[config.mk]
export PLATFORM = sky130hd
export DESIGN_NAME = fp8_encoder
export DESIGN_NICKNAME = d
export VERILOG_FILES = /design/src/rtl/fp8_pkg.sv /design/src/rtl/fp8_round_pack.sv /design/src/rtl/fp8_encoder.sv
export SDC_FILE = /design/constraint.sdc
export NUM_CORES = 1
export LEC_CHECK = 0
export CAP_MARGIN = 20
export CORE_UTILIZATION = 52
export DETAILED_ROUTE_END_ITERATION = 12
export GPL_TIMING_DRIVEN = 0
export PLACE_DENSITY = 0.78
export SLEW_MARGIN = 20
export SYNTH_ARGS = -nofsm -noshare
export SYNTH_HDL_FRONTEND = slang
export SYNTH_HIERARCHICAL = 1
export SYNTH_SLANG_ARGS = --single-unit
[constraint.sdc]
create_clock -name clk -period 2.75 [get_ports clk]
set_clock_uncertainty 0.05 [all_clocks]
set_input_delay 0.55 -clock clk [delete_from_list [all_inputs] [get_ports clk]]
set_output_delay 0.55 -clock clk [all_outputs]
set_load 0.02 [all_outputs]
[src/rtl/fp8_pkg.sv]
// fp8_pkg: field layout, limits and FSM encoding shared by the fp8 encoder.
// Rev 1.0
`default_nettype none

package fp8_pkg;
  localparam int ACC_W    = 34;
  localparam int SHIFT    = 3;
  localparam int LZ_W     = 6;
  localparam int SIGN_BIT = 7;
  localparam int EXP_MSB  = 6;
  localparam int EXP_LSB  = 3;
  localparam int MAN_MSB  = 2;
  localparam int MAN_LSB  = 0;
  localparam int EXP_MAX  = 15;
  localparam logic [6:0] SAT_CODE = 7'h7F;

  typedef enum logic [1:0] {
    IDLE = 2'd0,
    NORM = 2'd1,
    PACK = 2'd2,
    OUT  = 2'd3
  } state_t;
endpackage

`default_nettype wire

[src/rtl/fp8_round_pack.sv]
// fp8_round_pack: rounds a left-normalized magnitude (RNE) and packs the fp8 code.
// Rev 1.0
`default_nettype none

module fp8_round_pack
  import fp8_pkg::*;
(
  input  logic [ACC_W-1:0] i_mag,
  input  logic [LZ_W-1:0]  i_lz,
  input  logic             i_sign,
  output logic [7:0]       o_code,
  output logic             o_sat
);
  // Exponent of a normal result is E_TOP - lz; lz >= E_TOP means subnormal.
  localparam int E_TOP = ACC_W - 3 - SHIFT;
  localparam int LOW_W = SHIFT + 3;

  logic [LOW_W-1:0] w_low;
  logic [5:0]       w_e;
  logic [4:0]       w_kept;
  logic [4:0]       w_rnd;
  logic             w_guard;
  logic             w_sticky;
  logic             w_inc;

  // Subnormals need original-coordinate bits, so undo the normalization shift.
  assign w_low = LOW_W'(i_mag >> i_lz);

  always_comb begin
    w_e      = '0;
    w_kept   = '0;
    w_guard  = 1'b0;
    w_sticky = 1'b0;
    w_inc    = 1'b0;
    w_rnd    = '0;
    o_code   = '0;
    o_sat    = 1'b0;
    if (i_lz < LZ_W'(E_TOP)) begin
      w_e      = 6'(E_TOP) - 6'(i_lz);
      w_kept   = {1'b0, i_mag[ACC_W-1 -: 4]};
      w_guard  = i_mag[ACC_W-5];
      w_sticky = |i_mag[ACC_W-6:0];
    end else begin
      w_kept   = {2'b00, w_low[SHIFT+2:SHIFT]};
      w_guard  = w_low[SHIFT-1];
      w_sticky = |w_low[SHIFT-2:0];
    end
    w_inc = w_guard & (w_sticky | w_kept[0]);
    w_rnd = w_kept + {4'b0000, w_inc};
    if (w_e != 6'd0 && w_rnd[4]) begin
      w_e   = w_e + 6'd1;
      w_rnd = 5'd8;
    end else if (w_e == 6'd0 && w_rnd[3]) begin
      w_e = 6'd1;
    end
    if (i_mag == '0 || (w_e == 6'd0 && w_rnd == 5'd0)) begin
      o_code = 8'h00;
    end else if (w_e > 6'(EXP_MAX)) begin
      o_code = {i_sign, SAT_CODE};
      o_sat  = 1'b1;
    end else begin
      o_code[SIGN_BIT]        = i_sign;
      o_code[EXP_MSB:EXP_LSB] = w_e[3:0];
      o_code[MAN_MSB:MAN_LSB] = w_rnd[2:0];
    end
  end
endmodule

`default_nettype wire

[src/rtl/fp8_encoder.sv]
// fp8_encoder: serial-normalizing accumulator-to-fp8 converter with valid/ready on both sides.
// Rev 1.0
`default_nettype none

module fp8_encoder
  import fp8_pkg::*;
(
  input  logic             clk,
  input  logic             rst_n,
  input  logic             i_in_valid,
  output logic             o_in_ready,
  input  logic [ACC_W-1:0] i_acc_in,
  output logic             o_out_valid,
  input  logic             i_out_ready,
  output logic [7:0]       o_fp8_out,
  output logic             o_sat
);
  state_t           r_state, w_state_nxt;
  logic [ACC_W-1:0] r_mag, w_mag_nxt;
  logic [LZ_W-1:0]  r_lz, w_lz_nxt;
  logic             r_sign, w_sign_nxt;
  logic [7:0]       r_fp8, w_fp8_nxt;
  logic             r_sat, w_sat_nxt;
  logic             r_out_valid, w_out_valid_nxt;
  logic [ACC_W-1:0] w_abs;
  logic [7:0]       w_code;
  logic             w_code_sat;

  // -2^(ACC_W-1) negates to itself, which reads correctly as an unsigned magnitude.
  assign w_abs = i_acc_in[ACC_W-1] ? -i_acc_in : i_acc_in;

  fp8_round_pack u_round_pack (
    .i_mag  (r_mag),
    .i_lz   (r_lz),
    .i_sign (r_sign),
    .o_code (w_code),
    .o_sat  (w_code_sat)
  );

  always_ff @(posedge clk or negedge rst_n) begin
    if (!rst_n) begin
      r_state     <= IDLE;
      r_mag       <= '0;
      r_lz        <= '0;
      r_sign      <= 1'b0;
      r_fp8       <= 8'h00;
      r_sat       <= 1'b0;
      r_out_valid <= 1'b0;
    end else begin
      r_state     <= w_state_nxt;
      r_mag       <= w_mag_nxt;
      r_lz        <= w_lz_nxt;
      r_sign      <= w_sign_nxt;
      r_fp8       <= w_fp8_nxt;
      r_sat       <= w_sat_nxt;
      r_out_valid <= w_out_valid_nxt;
    end
  end

  always_comb begin
    w_state_nxt     = r_state;
    w_mag_nxt       = r_mag;
    w_lz_nxt        = r_lz;
    w_sign_nxt      = r_sign;
    w_fp8_nxt       = r_fp8;
    w_sat_nxt       = r_sat;
    w_out_valid_nxt = r_out_valid;
    case (r_state)
      IDLE: begin
        if (i_in_valid) begin
          w_sign_nxt  = i_acc_in[ACC_W-1];
          w_mag_nxt   = w_abs;
          w_lz_nxt    = '0;
          w_state_nxt = NORM;
        end
      end
      NORM: begin
        if (!r_mag[ACC_W-1] && r_mag != '0) begin
          w_mag_nxt = {r_mag[ACC_W-2:0], 1'b0};
          w_lz_nxt  = r_lz + LZ_W'(1);
        end else begin
          w_state_nxt = PACK;
        end
      end
      PACK: begin
        w_fp8_nxt       = w_code;
        w_sat_nxt       = w_code_sat;
        w_out_valid_nxt = 1'b1;
        w_state_nxt     = OUT;
      end
      OUT: begin
        if (i_out_ready) begin
          w_out_valid_nxt = 1'b0;
          w_state_nxt     = IDLE;
        end
      end
      default: w_state_nxt = IDLE;
    endcase
  end

  assign o_in_ready  = (r_state == IDLE);
  assign o_out_valid = r_out_valid;
  assign o_fp8_out   = r_fp8;
  assign o_sat       = r_sat;
endmodule

`default_nettype wire

==> metrics.md <==
| Metric | Value |
|---|---|
| Least-Margin Pin Slew | 0.8434 ns |
| Syn nets | 528 |
| Fin. max-slew vios | 0 |
| Pre-CTS WS | -0.7108 ns |
| CP arrival | 2.96 ns |
| Critical path class | reg2reg |
| Dominant cells by area after synthesis | dfrtp_1 31%, mux2_2 8.2%, o21ai_0 5.0% |
| Synth Instances | 480 |
| Chip Width | 92.36 um |
| Worst EP required | 2.92 ns |
| Detail Route Antenna Nets | 0 |
| Max cap viols | 0 |
| Register bit total from synthesis | 53 |
| Bufs on Longest Clock Path | 2 |
| Top_reg_cell synth | dfrtp_1 |
| F_max | 358.5 MHz |
| Static Leak | 2.233 nW |
| Worst setup margin | -0.03928 ns |
| Status | finished with violations |
| H-tree Lvls | 2 |
| First DRT Iteration DRCs | 455 |
| Final Hold Viols | 0 |
| Initial Util | 54.38% |
| Hold_ws | 0.2144 ns |
| Crit start category | flip-flop |
| Relative max-transition margin | 43.78% |
| CP Capture Type | flip-flop |
| Power per cell area | 897.9 nW/um2 |
| Setup TNS Final | -0.07737 ns |
| Vias in the first global route | 4124 |
| Root buffer cell | clkbuf_8 |
| Height of the die | 92.36 um |
| Crit path time final | 2.789 ns |
| Gpl congestion | 0.8844 |
| Commonest non-fill, non-tap cell in the layout | dfrtp_1 |
| Setup crit start | r_lz[4] |
| Most frequent cells in the layout | 47 x dfrtp_1, 44 x nand2_1, 40 x o21ai_0 |
| VDD IR max | 0.3954 mV |
| Number of synthesized flops with an enable pin | 0 |
| Num CTS Buffers | 5 |
| Sequential element share of the synthesized area | 31.24% |
| Area share of the largest cell type after synthesis | 31.24% |
| Port Buf Inserts | 47 |
| Total GRT Usage | 29.26% |
| Hold_buf cts | 0 |
| TritonCTS clock tree | built |
| Fin nets | 612 |
| Layout cells sized above 1 | 26.90% |
| Failing checks | setup timing |
| Synthesis-to-finish area growth | 30.00% |
| # setup viols final | 2 |
| Overall power | 0.004956 W |
| Die area | 8529 um2 |
| Drt wl/cell | 19.67 um |
| WL final | 13120 um |
| Cell Area, Placed | 4841 um2 |
| Clk Latency, worst-skew pair | 0.32 ns |
| Total number of vias | 4431 |
| Critical Path Fanout Max | 7 |
| HPWL Detailed | 8594 um |
| Initial antenna violation count | 0 |
| Synth area leader | dfrtp_1 |
| Core ar. | 7807 um2 |
| Mean post-synth cell area | 8.844 um2 |
| HP Class | in2async |
| Ys async rst share | 100.0% |
| RR Startpoint | r_lz[4] |
| Antenna cells | 0 |
| Syn. warnings | 6 |
| Io pins | 49 |
| 1st-pass router iterations | 7 |
| DRC Markers | 0 |
| Post-route design area | 5519 um2 |
| Unrepaired setup endpoints after global routing | true |
| Largest net degree at the start of global routing | 54 |
| CTS sink cnt | 53 |
| Period utilization | 101.4% |
| Yosys cell types | 66 |
| Via density | 6.643 |
| Worst-path clk slew | 0.10 ns |
| Global-route wire length before repair | 20070 um |
| Row cnt | 32 |
| Gr ovfl total | 0 |
| Cell area after synthesis | 4245 um2 |
[layout make-up]
class / instances / area, um2
buffer: 24 / 130.1
inverter: 21 / 78.83
sequential: 53 / 1334
clock buffer: 5 / 68.82
multi-input combinational: 377 / 3000
timing repair buffer: 82 / 733.2
fill: 577 / 2288
tap: 102 / 127.6
clock inverter: 3 / 46.29
[worst max-delay path: stages, from the launching register on]
cell and delay [ns]:
dfrtp_1 0.41, buf_6 0.17, nand3_4 0.11, and3_1 0.24, a31oi_2 0.21, nor2_2 0.06
ha_2 0.18, and3_4 0.21, o21ai_0 0.20, nor4bb_1 0.30, and3_1 0.24, a21oi_2 0.06
mux2_2 0.26
[cell usage after synthesis, types with 3 or more instances]
master,count
and3_1,9
o221ai_1,8
o41ai_1,6
nand2_1,44
o41ai_2,3
nand3b_1,4
nor2b_1,4
dfrtp_1,53
a2111o_1,3
nor3_1,9
o31ai_1,8
a21oi_1,22
o211ai_1,4
xor2_1,22
or3_1,6
nand4_1,9
nand2b_1,4
nor4_1,18
a211o_1,3
o21ai_0,42
clkbuf_1,21
o2111ai_1,3
mux2i_1,8
o311ai_0,3
inv_1,21
ha_1,10
nor2_1,18
xnor2_1,6
a31oi_1,4
buf_6,5
mux2_2,31
nand3_1,16
or4_1,13
[flip-flops by register name, indices dropped and copies added, names as in the netlist]
name	cells
o_fp8_out	8
o_out_valid	1
o_sat	1
r_lz	6
r_mag	34
r_sign	1
r_state	2
[kinds of logic (layout without fill, tap and decap cells)]
logic type	after synthesis	in the layout	synth area share, %
DFF	53	53	31.24
adders and majority gates	10	10	2.947
muxes	42	42	10.99
AOI/OAI and AO/OA	126	126	21.25
buffers and inverters	50	135	5.364
xor gates and xnor gates	28	28	5.776
and+or+nand+nor	171	171	22.43
[report_power, final]
group          internal [W]  switching [W]
registers           0.00111       0.000407
clock network      0.000273       0.000282
logic               0.00130        0.00158
total               0.00269        0.00227
[worst paths after layout]
kind	end	slack (ns)	cells after the start
worst min-delay path	r_mag[10]	0.21	1
min in group clk	o_fp8_out[5]	0.47	1
worst max-delay path	o_fp8_out[7]	-0.04	12
worst max register to register	o_fp8_out[7]	-0.04	12
worst min register to register	o_fp8_out[5]	0.47	1
max in group asynchronous	r_lz[1]	1.92	1
[stage by stage]
stage / instances / utilization [%]
2_1_floorplan: 480 / -
3_3_place_gp: 629 / 62.04
3_5_place_dp: 629 / 62.00
4_1_cts: 650 / 67.07
5_1_grt: 667 / 70.69
6_report: 667 / 70.69
[timing repair]
action                                  4_1_cts  5_1_grt
pin swaps                                    23       21
resized for setup                            54       41
endpoints found under the setup margin       41       43
buffers inserted                             16       19
[layer usage]
layer | wire length (um) | GRT usage, % | up-vias | part of all wire (%)
met1 | 5203 | 37.94 | 2139 | 40
met2 | 6662 | 51.79 | 256 | 51
met3 | 909 | 2.874 | 49 | 6.9
met4 | 342 | 7.943 | 0 | 2.6
li1 | - | - | 1987 | -
met5 | 0 | 0 | - | 0
No activity file was read; power rests on OpenSTA's default activity.
==> variant 1 (config.mk and constraints unchanged) <==
`SHIFT`: 3 -> 6.
--- a/src/rtl/fp8_pkg.sv
+++ b/src/rtl/fp8_pkg.sv
@@ -4,7 +4,7 @@
 
 package fp8_pkg;
   localparam int ACC_W    = 34;
-  localparam int SHIFT    = 3;
+  localparam int SHIFT    = 6;
   localparam int LZ_W     = 6;
   localparam int SIGN_BIT = 7;
   localparam int EXP_MSB  = 6;
Check against the original RTL: no difference found for any inputs over 10 cycles, from zero or initial values and one cycle with rst_n low; that may be too few to reach the edited logic, so the function may still have changed.
==> variant 1 against the unedited design <==
- the run still ends with setup timing left
- cell area is 8.4% higher
- sequential power rose by 6%
- critical path depth is 5 higher
- non-clock buffer count is 13 higher
- sequential cell count unchanged
- via count up 13%
- worst setup slack lost 810 ps
- global-route usage grew 1.4 points
- core utilization shrank 2.1 points
- wire length up 13%
- power is 12% higher
- area after synthesis up 9.9%
==> variant 1: results (changes against the unedited design) <==
[place]
dpl_cell_area_sq_mm=0.00533  ; +10%
place_ws_ps=-1340  ; -626 ps
gp_congestion=0.969  ; +9.6%
dp_hpwl_microns=10100  ; +18%
dp.cells=691  ; +9.9%

[run_status]
failed_checks=setup timing
status=finished, violations left

[timing]
whs_ps=227  ; +12.7 ps
setup-tns-final_ps=-6700  ; -6620 ps
worstMarginPinSlew_ps=755  ; -88.0 ps
setup_viol=9  ; +7
fin_ws_ps=-851  ; -812 ps

[routing]
drt-vias-per-instance=6.82  ; +2.6%
routed_wl_microns=14900  ; +13%
ant_nets=0  ; unchanged
vias=4998  ; +13%
dr.pass1.iters=6  ; -1
dr.first_iter.drc_count=486  ; +6.8%

[logic_synthesis]
yosys_warnings=6  ; unchanged
synth.area.top_cells=dfrtp_1, mux2_2, o21ai_0
yosys-top-cells-count=dfrtp_1, o21ai_0, nand2_1
ys.flop_type=dfrtp_1
yosysUniqueCellTypes=67  ; +1.5%
syn-num-nets=584  ; +11%
synth.avg_cell_area_sq_um=8.71  ; -1.6%
synth_seq_area_share_pct=28.4  ; -2.8 points

[setup_path]
crit_path_top_delay_cell=dfrtp_2
cp_max_fo=5  ; -2
r2r_slack_ps=-850  ; -810 ps
reg2reg_from=r_lz[1]$_DFFE_PN0P_
crit_family=compound AO/OA/AOI/OAI gates
crit_type=flip-flop to flip-flop
worstPathArrival_ps=3750  ; +790 ps
max_stage_delay_ps=450  ; +40 ps

[final_layout]
n_antenna_cell=0  ; unchanged
drive_above_1_share_pct=25.9  ; -0.98 points
nFillCells=622  ; +7.8%
nets=674  ; +10%

[clock_network]
cts_buffer_depth=2  ; unchanged
htree_levels=2  ; unchanged
root_buffer=clkbuf_8

[hold_path]
hold_path.class=input pin to asynchronous set/reset pin

[global_route]
grtUsageTotal_pct=30.6  ; +1.4 points
grt_pass1_wl_microns=23300  ; +16%
grt_pass1_vias=4644  ; +13%

[power_and_ir_drop]
p_leak_nw=2.39  ; +7.2%
vdd_drop_max_mv=0.577  ; +46%

[variant 1: path summary, 6_finish.rpt]
check | end | depth (start not counted)
min in group clk | o_sat$_DFFE_PN0P_ | 1
worst min register to register | o_sat$_DFFE_PN0P_ | 1
max in group asynchronous | r_lz[2]$_DFFE_PN0P_ | 1
worst max register to register | o_fp8_out[7]$_DFFE_PN0P_ | 17
worst min-delay path | o_fp8_out[6]$_DFFE_PN0P_ | 1
worst max-delay path | o_fp8_out[7]$_DFFE_PN0P_ | 17
[variant 1: cells by family after synthesis]
group           count (synthesis)  synth area share (%)
mux                            54                  14.7
buf+inv                        59                  5.47
simple gates                  194                  22.2
xor+xnor                       28                  5.25
flops                          53                  28.4
fa+ha+maj                      10                  2.68
compound gates                138                  21.3
[variant 1: through the flow]
| step | utilization, % | total power, mW |
|---|---|---|
| after CTS | 65.8 | 5.25 |
| after floorplan | - | 3.66 |
| after global placement | 61.1 | 4.46 |
| after global routing | 68.6 | 5.89 |
| after detailed placement | 61.1 | 4.57 |
| final | 68.6 | 5.54 |
[variant 1: worst register-to-register path, delay by kind of cell, from the launching register on]
family / cells / cell delay [ps]
flip-flops: 1 / 450
adder cells (fa/ha/maj): 2 / 320
AO/OA/AOI/OAI: 5 / 1140
buffers and inverters: 3 / 350
multiplexers: 1 / 260
AND/OR/NAND/NOR: 6 / 920
[variant 1: report_power, final]
group / switching, mW / total, mW / internal, mW
clock network: 0.251 / 0.419 / 0.169
logic: 1.85 / 3.51 / 1.66
registers: 0.498 / 1.61 / 1.11
[variant 1: repair_timing]
item / CTS / global route
pin swaps: 23 / 21
resized for setup: 56 / 43
setup endpoints to repair: 39 / 39
setup buffers: 27 / 16
[variant 1: final cells by class]
class / count / area [sq um] / share of cell area [%]
multi-input combinational: 424 / 3380 / 56.4
sequential: 53 / 1330 / 22.2
timing repair buffer: 88 / 790 / 13.2
buffer: 31 / 174 / 2.91
tap: 108 / 135 / 2.26
inverter: 23 / 105 / 1.76
clock buffer: 5 / 68.8 / 1.15
clock inverter: 1 / 5.00 / 0.0836
[variant 1: routing by layer]
layer / up-vias / wire [microns] / global-route usage [%]
met4: 0 / 517 / 12.5
met1: 2402 / 6050 / 41.6
li1: 2249 / - / -
met2: 279 / 7190 / 48.8
met3: 68 / 1110 / 4.84
met5: - / 0 / 0
==> variant 2 (same flow settings) <==
Without the edit above. Encoding of `state_t`: now one-hot (4 bits for 4 states).
--- a/src/rtl/fp8_pkg.sv
+++ b/src/rtl/fp8_pkg.sv
@@ -14,11 +14,11 @@
   localparam int EXP_MAX  = 15;
   localparam logic [6:0] SAT_CODE = 7'h7F;
 
-  typedef enum logic [1:0] {
-    IDLE = 2'd0,
-    NORM = 2'd1,
-    PACK = 2'd2,
-    OUT  = 2'd3
+  typedef enum logic [3:0] {
+    IDLE = 4'b0001,
+    NORM = 4'b0010,
+    PACK = 4'b0100,
+    OUT  = 4'b1000
   } state_t;
 endpackage
 
Behaviour: no difference found for any inputs over 10 cycles, from zero or initial values and one cycle with rst_n low; not proved beyond that.
==> variant 2 against the unedited design <==
- the flow still finishes with violations (setup timing)
- wire length shrank 12%
- sequential cell count up 2
- worst setup slack worse by 23 ps
- non-clock buffer count shrank 20
- cell area is 6.7% lower
- clock power fell by 20%
- area after synthesis fell by 1.2%
- power shrank 12%
- via count shrank 7.8%
- sequential power grew 7%
==> variant 2: results (changes against the unedited design) <==
[global_route]
grt_start_max_net_pins=56  ; +3.7%
met1_usage_pct=38.0  ; +0.077 points
grt_pass1_wl_microns=18900  ; -6.0%
grt_pass1_vias=3928  ; -4.8%
use_met3_pct=3.98  ; +1.1 points

[timing]
relSlewSlack_pct=26.4  ; -17 points
setup_viol=8  ; +6
fin_ws_ps=-62.3  ; -23.0 ps
whs_ps=212  ; -2.06 ps

[run_status]
status=finished, violations left
failed_checks=setup timing

[logic_synthesis]
synth_seq_area_share_pct=32.8  ; +1.6 points
yosysUniqueCellTypes=72  ; +9.1%
yosys-top-cells-count=nand2_1, dfrtp_1, nor2_1

[power_and_ir_drop]
p_leak_nw=2.01  ; -9.9%
p_int_mw=2.37  ; -12%
vdd_drop_max_mv=0.426  ; +7.8%

[routing]
dr.first_iter.drc_count=227  ; -50%
drt-vias-per-instance=6.16  ; -7.2%
routed_wl_microns=11500  ; -12%

[final_layout]
nFillCells=626  ; +8.5%
nets=604  ; -1.3%
drive_above_1_share_pct=18.4  ; -8.5 points

[setup_path]
cp-startpoint=r_lz[0]$_DFFE_PN0P_
ff2ff_path_depth=13  ; +1
worstPathArrival_ps=2970  ; about the same

[place]
numPortBuffers=48  ; +2.1%
gp_congestion=0.979  ; +11%
dp_hpwl_microns=8390  ; -2.4%

==> variant 2: how the worst max path moves through the flow <==
stage	endpoint	slack (ps)	cells after the start
after global placement	r_mag[16]$_DFFE_PN0P_	-570	1
final	o_fp8_out[7]$_DFFE_PN0P_	-60	13
after CTS	o_fp8_out[0]$_DFFE_PN0P_	8	12
after detailed placement	r_mag[30]$_DFFE_PN0P_	-420	7
after floorplan	r_mag[32]$_DFFE_PN0P_	20	8
after global routing	o_fp8_out[7]$_DFFE_PN0P_	-190	13
==> variant 2: final cells by class <==
type	count	area (sq um)	share of cell area, %
inverter	12	45.0	0.875
multi-input combinational	400	2770	53.8
tap	102	128	2.48
clock buffer	6	72.6	1.41
sequential	55	1380	26.9
timing repair buffer	62	596	11.6
buffer	24	140	2.72
clock inverter	2	12.5	0.243
==> variant 2: cells by family after synthesis <==
logic type                 count (synthesis)  share of synthesized area [%]
and+or+nand+nor                          205                           26.2
AOI/OAI and AO/OA                        129                           21.0
DFF                                       55                           32.8
buffers and inverters                     38                           4.44
xor gates and xnor gates                  34                           7.10
muxes                                     26                           6.65
adders and majority gates                  6                           1.79
==> variant 2: through the flow <==
| step | area (sq um) | util [%] | setup WS [ps] | setup TNS (ps) | cells |
|---|---|---|---|---|---|
| after floorplan | 4200 | - | 15.7 | 0 | 493 |
| after global placement | 4800 | 61.8 | -571 | -34050 | 643 |
| after detailed placement | 4800 | 61.8 | -419 | -4140 | 643 |
| after CTS | 5030 | 64.8 | 7.79 | 0 | 660 |
| after global routing | 5150 | 66.3 | -194 | -1390 | 663 |
| final | 5150 | 66.3 | -62.3 | -327 | 663 |
==> variant 2: repair_timing <==
item | 4_1_cts | 5_1_grt
cloned | 0 | 0
hold buffers | 0 | 0
endpoints found under the setup margin | 12 | 13
setup buffers | 10 | 4
pin swaps | 6 | 8
gates resized for setup | 20 | 18
==> variant 2: critical path, cell delays in order, from the launching register on <==
cell and delay [ps]:
dfrtp_2 420, buf_6 140, mux2i_1 120, mux2i_1 260
a31oi_2 150, nor2_1 150, ha_2 200, and3_4 240
o31ai_4 110, or2_1 260, nand3b_1 120, and3_1 180
a21oi_2 50, mux2_4 260
==> variant 2: layer usage <==
layer / vias to the layer above / wire (microns)
li1: 1937 / -
met1: 1951 / 5240
met2: 177 / 5350
met3: 22 / 705
met4: 0 / 223
met5: - / 0
==> variant 2: power by group through the flow <==
stage | Sequential [mW] | Clock [mW] | Combinational [mW]
3_3_place_gp | 1.60 | 0 | 1.98
6_report | 1.62 | 0.443 | 2.28
3_5_place_dp | 1.61 | 0 | 2.05
5_1_grt | 1.68 | 0.477 | 2.49
2_1_floorplan | 1.56 | 0 | 1.37
4_1_cts | 1.60 | 0.447 | 2.15
